### config.mk
export PLATFORM = sky130hd
export DESIGN_NAME = paddle_pot_emu
export DESIGN_NICKNAME = d
export VERILOG_FILES = /design/src/rtl/paddle_pkg.sv /design/src/rtl/paddle_channel.sv /design/src/rtl/paddle_pot_emu.sv
export SDC_FILE = /design/constraint.sdc
export NUM_CORES = 1
export LEC_CHECK = 0
export ABC_CLOCK_PERIOD_IN_PS = 3000
export BUFFER_PORTS_ARGS = -buffer_cell sky130_fd_sc_hd__buf_2
export CORE_UTILIZATION = 45
export CTS_CLUSTER_DIAMETER = 30
export DETAILED_ROUTE_END_ITERATION = 16
export GPL_ROUTABILITY_DRIVEN = 0
export PLACE_DENSITY_LB_ADDON = 0.3
export SYNTH_ARGS = -nofsm -noshare
export SYNTH_HDL_FRONTEND = slang
export SYNTH_SLANG_ARGS = --single-unit
### constraint.sdc
create_clock -name clk_sys -period 3 [get_ports clk_sys]
set_input_delay 0.45 -clock clk_sys [delete_from_list [all_inputs] [get_ports clk_sys]]
set_output_delay 0.45 -clock clk_sys [all_outputs]
set_load 0.02 [all_outputs]
### src/rtl/paddle_pkg.sv
// Shared definitions for the paddle potentiometer emulator.
//   paddle_mode_e : how paddle positions are sourced (digital buttons or one stick axis)
//   POS_MAX       : largest legal paddle position
//   sat_step      : next position after one frame of button integration, clamped to 0..POS_MAX
//   axis_to_cap   : maps a signed stick axis (-128..127) onto a countdown of 0..255 scanlines
package paddle_pkg;

    // The encoding 2'd3 is not named and behaves like MODE_ANALOG_Y.
    typedef enum logic [1:0] {
        MODE_DIGITAL  = 2'd0,
        MODE_ANALOG_Y = 2'd1,
        MODE_ANALOG_X = 2'd2
    } paddle_mode_e;

    localparam logic [8:0] POS_MAX = 9'd255;

    // Positions are carried at 9 bits so that pos + step cannot wrap before the clamp.
    function automatic logic [8:0] sat_step(
        input logic [8:0] pos,
        input logic [8:0] step,
        input logic       up,
        input logic       down
    );
        logic [8:0] sum;
        sum      = pos + step;
        sat_step = pos;
        if (up && !down) begin
            sat_step = (pos < step) ? 9'd0 : pos - step;
        end else if (down && !up) begin
            sat_step = (sum > POS_MAX) ? POS_MAX : sum;
        end
    endfunction

    // Flipping the sign bit turns two's complement into offset binary.
    function automatic logic [8:0] axis_to_cap(input logic [7:0] axis);
        axis_to_cap = {1'b0, ~axis[7], axis[6:0]};
    endfunction

endpackage

### src/rtl/paddle_channel.sv
// One emulated paddle pot: a position register and a scanline countdown.
//   clk_sys  : system clock
//   reset    : synchronous, active-high
//   vs_rise  : one-cycle frame strobe from the parent; loads the countdown
//   hs_rise  : one-cycle scanline strobe from the parent; decrements the countdown
//   digital  : 1 when positions come from buttons, 0 when from the stick axis
//   step     : per-frame button step, chosen by the parent
//   up, down : level-sensitive buttons
//   axis     : signed stick axis already selected by the parent
//   pin      : pot input to the chip, high once the countdown has run out
//   position : current digital-mode position
module paddle_channel
    import paddle_pkg::*;
#(
    parameter logic [7:0] POS_INIT = 8'd128
) (
    input  logic       clk_sys,
    input  logic       reset,
    input  logic       vs_rise,
    input  logic       hs_rise,
    input  logic       digital,
    input  logic [8:0] step,
    input  logic       up,
    input  logic       down,
    input  logic [7:0] axis,
    output logic       pin,
    output logic [7:0] position
);

    logic [8:0] pos;
    logic [8:0] cap;

    // NOTE: state registers use non-blocking assignments so that cap <= pos below
    // takes the position from before this frame's update, giving the one-frame lag.
    always_ff @(posedge clk_sys) begin
        if (reset) begin
            pos <= {1'b0, POS_INIT};
            cap <= '0;
        end else if (vs_rise) begin
            // A frame capture takes priority over a coincident scanline edge.
            if (digital) begin
                cap <= pos;
                pos <= sat_step(pos, step, up, down);
            end else begin
                // pos is held so digital mode resumes where it left off.
                cap <= axis_to_cap(axis);
            end
        end else if (hs_rise && (cap != 9'd0)) begin
            cap <= cap - 9'd1;
        end
    end

    assign pin      = (cap == 9'd0);
    assign position = pos[7:0];

endmodule

### src/rtl/paddle_pot_emu.sv
// Emulates the two RC paddle pots feeding the AY-3-8500 pinLPin/pinRPin inputs.
// Each frame a paddle position becomes a countdown in scanlines; the pot pin
// reads high once that countdown reaches zero.
//   clk_sys            : system clock
//   reset              : synchronous, active-high
//   hs, vs             : active-high syncs; rising edges mark scanlines / frames
//   speed              : selects STEP_FAST instead of STEP_SLOW for button integration
//   mode               : 0 digital, 1 analog Y, 2 analog X, 3 analog Y
//   p1_up .. p2_down   : level-sensitive paddle buttons
//   analog0, analog1   : stick axes for P1 / P2, [15:8]=Y and [7:0]=X, signed
//   lp_pin, rp_pin     : pot inputs to the chip
//   p1_pos, p2_pos     : current digital-mode positions
module paddle_pot_emu
    import paddle_pkg::*;
#(
    parameter int STEP_SLOW = 5,
    parameter int STEP_FAST = 8,
    parameter int POS_INIT  = 128
) (
    input  logic        clk_sys,
    input  logic        reset,
    input  logic        hs,
    input  logic        vs,
    input  logic        speed,
    input  logic [1:0]  mode,
    input  logic        p1_up,
    input  logic        p1_down,
    input  logic        p2_up,
    input  logic        p2_down,
    input  logic [15:0] analog0,
    input  logic [15:0] analog1,
    output logic        lp_pin,
    output logic        rp_pin,
    output logic [7:0]  p1_pos,
    output logic [7:0]  p2_pos
);

    logic       vs_d;
    logic       hs_d;
    logic       vs_rise;
    logic       hs_rise;
    logic       digital;
    logic       use_x;
    logic [8:0] step;
    logic [7:0] axis_p1;
    logic [7:0] axis_p2;

    always_ff @(posedge clk_sys) begin
        if (reset) begin
            vs_d <= 1'b0;
            hs_d <= 1'b0;
        end else begin
            vs_d <= vs;
            hs_d <= hs;
        end
    end

    assign vs_rise = vs & ~vs_d;
    assign hs_rise = hs & ~hs_d;

    // mode and speed feed the channels combinationally, but the channels only
    // act on them in a vs_rise cycle, so mid-frame changes are harmless.
    assign digital = (mode == MODE_DIGITAL);
    assign use_x   = (mode == MODE_ANALOG_X);
    assign step    = speed ? 9'(STEP_FAST) : 9'(STEP_SLOW);
    assign axis_p1 = use_x ? analog0[7:0] : analog0[15:8];
    assign axis_p2 = use_x ? analog1[7:0] : analog1[15:8];

    paddle_channel #(
        .POS_INIT (8'(POS_INIT))
    ) u_ch_p1 (
        .clk_sys  (clk_sys),
        .reset    (reset),
        .vs_rise  (vs_rise),
        .hs_rise  (hs_rise),
        .digital  (digital),
        .step     (step),
        .up       (p1_up),
        .down     (p1_down),
        .axis     (axis_p1),
        .pin      (lp_pin),
        .position (p1_pos)
    );

    paddle_channel #(
        .POS_INIT (8'(POS_INIT))
    ) u_ch_p2 (
        .clk_sys  (clk_sys),
        .reset    (reset),
        .vs_rise  (vs_rise),
        .hs_rise  (hs_rise),
        .digital  (digital),
        .step     (step),
        .up       (p2_up),
        .down     (p2_down),
        .axis     (axis_p2),
        .pin      (rp_pin),
        .position (p2_pos)
    );

endmodule

# --- After elaboration in Yosys (flattened, before gate mapping) ---
# Cells that the tools add are included.
# W data, S select, Z words.
word_totals:
  register_bits: 38
classes:
  muxes: 17
  eq_ne: 1
  bitwise: 6
  order_cmp: 4
  n_reduce_logical: 21
  addsub: 6
op_table:
  columns: ["cell", "n"]
  rows:
  - ["$mux W9", 14]
  - ["$add A9 B4 Y9", 2]
  - ["$gt A9 B8 Y1 const B", 2]
  - ["$logic_not A9 Y1", 2]
  - ["$lt A9 B4 Y1", 2]
  - ["$reduce_bool A9 Y1", 2]
  - ["$sub A9 B1 Y9 const B", 2]
  - ["$sub A9 B4 Y9", 2]
  - ["$mux W8", 2]
  - ["$reduce_bool A2 Y1", 4]
  - ["$logic_and A1 B1 Y1", 6]
  - ["$reduce_and A3 Y1", 2]
  - ["$logic_not A1 Y1", 4]
  - ["$mux W4", 1]
  - ["$not A1 Y1", 4]
  - ["$and A1 B1 Y1", 2]
  - ["$eq A2 B2 Y1 const B", 1]
  - ["$logic_not A2 Y1", 1]

# --- Longest topological paths before layout ---
logic_depth:
  word_depth: 6
  ltp_mapped: 8

# --- Cells and area by module ---
# A second synthesis with hierarchy kept.
hier_totals:
  cells_unflattened: 506
  hier_area_um2: 4078.9
modules_own_cells:
  columns: ["mod", "seq_area_each_um2", "area_each_um2", "cells_each", "n_inst"]
  rows:
  - ["paddle_channel (u_ch_p2)", 360.3, 1893.1, 247, 1]
  - ["paddle_channel (u_ch_p1)", 360.3, 1846.8, 231, 1]
  - ["paddle_pot_emu", 40.0, 339.1, 28, 1]

# --- Least setup slack after synthesis ---
# No wires, ideal clock.
synth_path:
  path_kind: "input port to flip-flop"
  from: "in speed"
  to: "reg u_ch_p2.pos[6]"
  t_arrival_ns: 2.149
  path_buffers: 1
  slack_ns: 0.714
  t_required_ns: 2.864
  stages: 8
  cell_sequence: "inv_1 > ha_1 > clkbuf_1 > and3b_1 > or3_1 > a311o_1 > o2111ai_1 > o311ai_1"
synth_via:
  elab_chain_cells: 6
  word_cells_on_any_way: 9
synth_lines:
  columns: ["item", "line_no", "rtl"]
  rows:
  - ["start: declaration", "paddle_pot_emu.sv:24", "input logic speed,"]
  - ["$mux W4 (*)", "paddle_pot_emu.sv:65", "assign step = speed ? 9'(STEP_FAST) : 9'(STEP_SLOW);"]
  - ["$add A9 B4 Y9", "paddle_pkg.sv:25", "sum = pos + step;"]
  - ["$gt A9 B8 Y1", "paddle_pkg.sv:30", "sat_step = (sum > POS_MAX) ? POS_MAX : sum;"]
  - ["$mux W9", "paddle_pkg.sv:30", null]
  - ["$mux W9", "paddle_pkg.sv:29", "end else if (down && !up) begin"]
  - ["$mux W9 (*)", "paddle_pkg.sv:27", "if (up && !down) begin"]
  - ["end signal: assignment", "paddle_channel.sv:37", "pos <= {1'b0, POS_INIT};"]
  - ["end signal: assignment", "paddle_channel.sv:43", "pos <= sat_step(pos, step, up, down);"]
  - ["end: declaration", "paddle_channel.sv:30", "logic [8:0] pos;"]
# Every way passes the cells marked *; elsewhere a longest branch is shown, timed or not. The select of a mux whose other input is x is not followed.
# A chain may end at the register's enable or synchronous reset.

# --- Worst setup path in the final report ---
layout_path:
  from: "reg u_ch_p2.cap[0]"
  to: "out rp_pin"
layout_via:
  elab_chain_cells: 1
layout_lines:
  columns: ["item", "line_no", "rtl"]
  rows:
  - ["start: declaration", "paddle_channel.sv:31", "logic [8:0] cap;"]
  - ["start signal: assignment", "paddle_channel.sv:42", "cap <= pos;"]
  - ["start signal: assignment", "paddle_channel.sv:46", "cap <= axis_to_cap(axis);"]
  - ["start signal: assignment", "paddle_channel.sv:49", "cap <= cap - 9'd1;"]
  - ["$logic_not A9 Y1", "paddle_channel.sv:53", "assign pin = (cap == 9'd0);"]
  - ["end: declaration", "paddle_pot_emu.sv:33", "output logic rp_pin,"]
# Every way passes these cells.

==> results.md <==
- Status: completed
- Pwr/cell area: approximately 360 nW/um2
- Setup TNS: 0 ns
- Max cap viols: 0
- Crit end category: output pin
- Core ar.: 7250 um2
- Post-placement cell count: approximately 540
- Largest net degree at the start of global routing: 33
- Port Buffers: 60
- Syn Inst Count: about 420
- Post-synth EDFFs: 0
- Yosys top cell by area: dfxtp_1
- Die Height: 88.5 um
- Post-synth ARST share: 0
- Final count of negative-setup-slack endpoints: 0
- M1 WL: ~4100 um
- Area growth, synth to finish: 8.70%
- Combinational power share: 0.274
- DP HPWL: ~6400 um
- Clk Latency, worst-skew pair: ~0.29 ns
- Final hold violations: 0
- Drt wl/cell: ~16 um
- TritonCTS clock tree: yes
- Die X: 88.5 um
- I/O Pins: between 60 and 70
- Area of the multi-input gates: around 2300 um2
- CP Class: reg -> out
- Fin crit share: 0.797
- Yosys cell types: 68
- Hold_sp: hs
- Sw Share: 0.334
- Slew HR: 0.563
- CTS hold repair buffers: 0
- Int Pwr: slightly below 0.9 mW
- Num rows: 31
- CP startpoint: u_ch_p2.cap[0]
- Synth Register Bits: 38
- Fin worst setup slack: between 0.6 and 0.7 ns
- Max Root-Sink Buffers: 2
- Total power: about 1.3 mW
- Grt ovf: 0
- Placed Area: between 3000 and 4000 um2
- Post-synthesis sequential area ratio: 0.226
- Via count: 3274
- Initial Utilization: 0.464
- # fillers: 734
- DR WL met2: between 4000 and 5000 um
- Clk pwr share: 0.291
- Setup clock skew after layout: 0.00740 ns
- Most used DFF post-synth: dfxtp_1
- DRT antenna net count: 0
- Register area: 761 um2
- Top cell type's share of synthesized area: 0.226
- Vias in the first global route: about 2900
- Final Max Slew Viols: 0
- Clk pin slew, worst setup/hold paths: roughly 0.080 ns
- Fmax: about 420 MHz
- Synthesized Nets: between 400 and 500
- Drt pass-1 iters: 5
- Layout cells sized above 1: 0.190
- Reg power frac: 0.435
- Synth cell count leaders: 38 x dfxtp_1, 36 x nor2_1, 27 x a211oi_1
- Place WS: 0.415 ns
- CTS resizes: 0
- Cell area after layout: 3660 um2
- YS warnings: 0
- CTS Buf Count: 5
- Clock sinks: 38
- # diodes: 0
- Setup Buffers After CTS: 0
- Drt initial violations: between 150 and 200
- Via/cell ratio: roughly 6
- GRT Overall Usage: 0.229
- Residual DRC count: 0
- Mapped Area: approximately 3400 um2
- Min-delay worst type: in -> reg
- Total Die Area: approximately 7800 um2
- Tightest Pin Transition: approximately 0.66 ns
- Worst r2r src: u_ch_p1.pos[3]
- Static Leak: 1.47 nW
- RSZ-0062 raised after global routing: false
- Clock Tree Root: clkbuf_8
- Switching power: between 0.4 and 0.5 mW
- Depth of the CTS H-tree: 2
- Non-Filler Instances: around 550
- DR top layer: met4
- Nets@finish: roughly 500
- Drt total wl: slightly below 9000 um
- Most numerous cell in the Yosys netlist: dfxtp_1
- Synth top area cells: dfxtp_1 23%, ha_1 7.4%, mux2i_1 6.2%
- Worst Path Max Fanout: 4
- Crit path required time: 2.55 ns
- Hold Slack: between 0.3 and 0.4 ns
- Average size of a mapped cell: 8.00 um2
- Final core utilization: 0.505
- Initial antenna violation count: 0
- Min cycle time layout: between 2 and 2.5 ns
- Worst VDD drop: between 150 and 200 uV
- Met3 WL: 460 um
- Crit path launch type: register
- First-pass GRT wire length: approximately 14000 um
- Critical Path AT: 1.94 ns
[cell families after synthesis]
kind of cell / Yosys count / synth area share
simple gates: 137 / 0.228
fa+ha+maj: 20 / 0.0743
xor+xnor: 20 / 0.0520
flops: 38 / 0.226
compound gates: 123 / 0.266
mux: 21 / 0.0624
buf+inv: 62 / 0.0918
[critical path, stage by stage (launching register included)]
cell and delay, ns:
dfxtp_1 0.33, inv_1 0.08, ha_1 0.20, or4b_2 0.62, nor2_1 0.22, buf_2 0.21
[power by group through the flow]
stage / sequential [mW] / clock [mW] / combinational (mW)
after floorplan: 0.569 / 0 / 0.277
final: 0.572 / 0.383 / 0.361
after global routing: 0.577 / 0.408 / 0.401
after detailed placement: 0.583 / 0 / 0.356
after global placement: 0.581 / 0 / 0.351
after CTS: 0.571 / 0.391 / 0.358
[cells in the final DEF (no fill, tap or decap), types with 5 or more instances in the layout]
| master | synthesis | final |
|---|---|---|
| nand3b_1 | 5 | 5 |
| ha_1 | 20 | 20 |
| nand2_1 | 16 | 16 |
| o21a_1 | 6 | 6 |
| o21ai_0 | 20 | 20 |
| xnor2_1 | 15 | 15 |
| inv_1 | 18 | 18 |
| nand2b_1 | 5 | 5 |
| a211oi_1 | 27 | 27 |
| or4_1 | 7 | 7 |
| o31ai_1 | 6 | 6 |
| a21oi_1 | 12 | 12 |
| buf_2 | 6 | 60 |
| clkbuf_8 | 0 | 6 |
| dfxtp_1 | 38 | 38 |
| xor2_1 | 5 | 5 |
| nor3_1 | 12 | 12 |
| nor2_1 | 36 | 36 |
| nand3_1 | 7 | 7 |
| mux2i_1 | 21 | 21 |
| nor4_1 | 9 | 9 |
| o211ai_1 | 6 | 6 |
| nor2b_1 | 11 | 11 |
[area by class of cell]
class,instances,share of cell area
inverters,18,0.0185
repair buffers,62,0.0862
clock buffers,6,0.0226
well taps,99,0.0338
clock inverters,2,0.00342
multi-input cells,321,0.628
flip-flops and latches,38,0.208
[metal layers]
layer  up-vias  GRT usage
met5         -          0
met4         0     0.0880
met3        12     0.0252
met2        95      0.359
met1      1545      0.321
li1       1622          -
[flip-flops by register name (all words and copies together) (netlist names)]
signal and cells:
u_ch_p1.cap 9, u_ch_p2.pos 9, vs_d 1, u_ch_p1.pos 9
u_ch_p2.cap 9, hs_d 1
[path summary, 6_finish.rpt]
check	cells after the start	slack, ns	to
hold / removal	2	0.40	hs_d
setup reg to reg	6	0.73	u_ch_p1.pos[6]
hold reg to reg	2	0.56	u_ch_p2.cap[8]
setup / recovery	5	0.61	rp_pin
(Power assumes the default switching activity.)
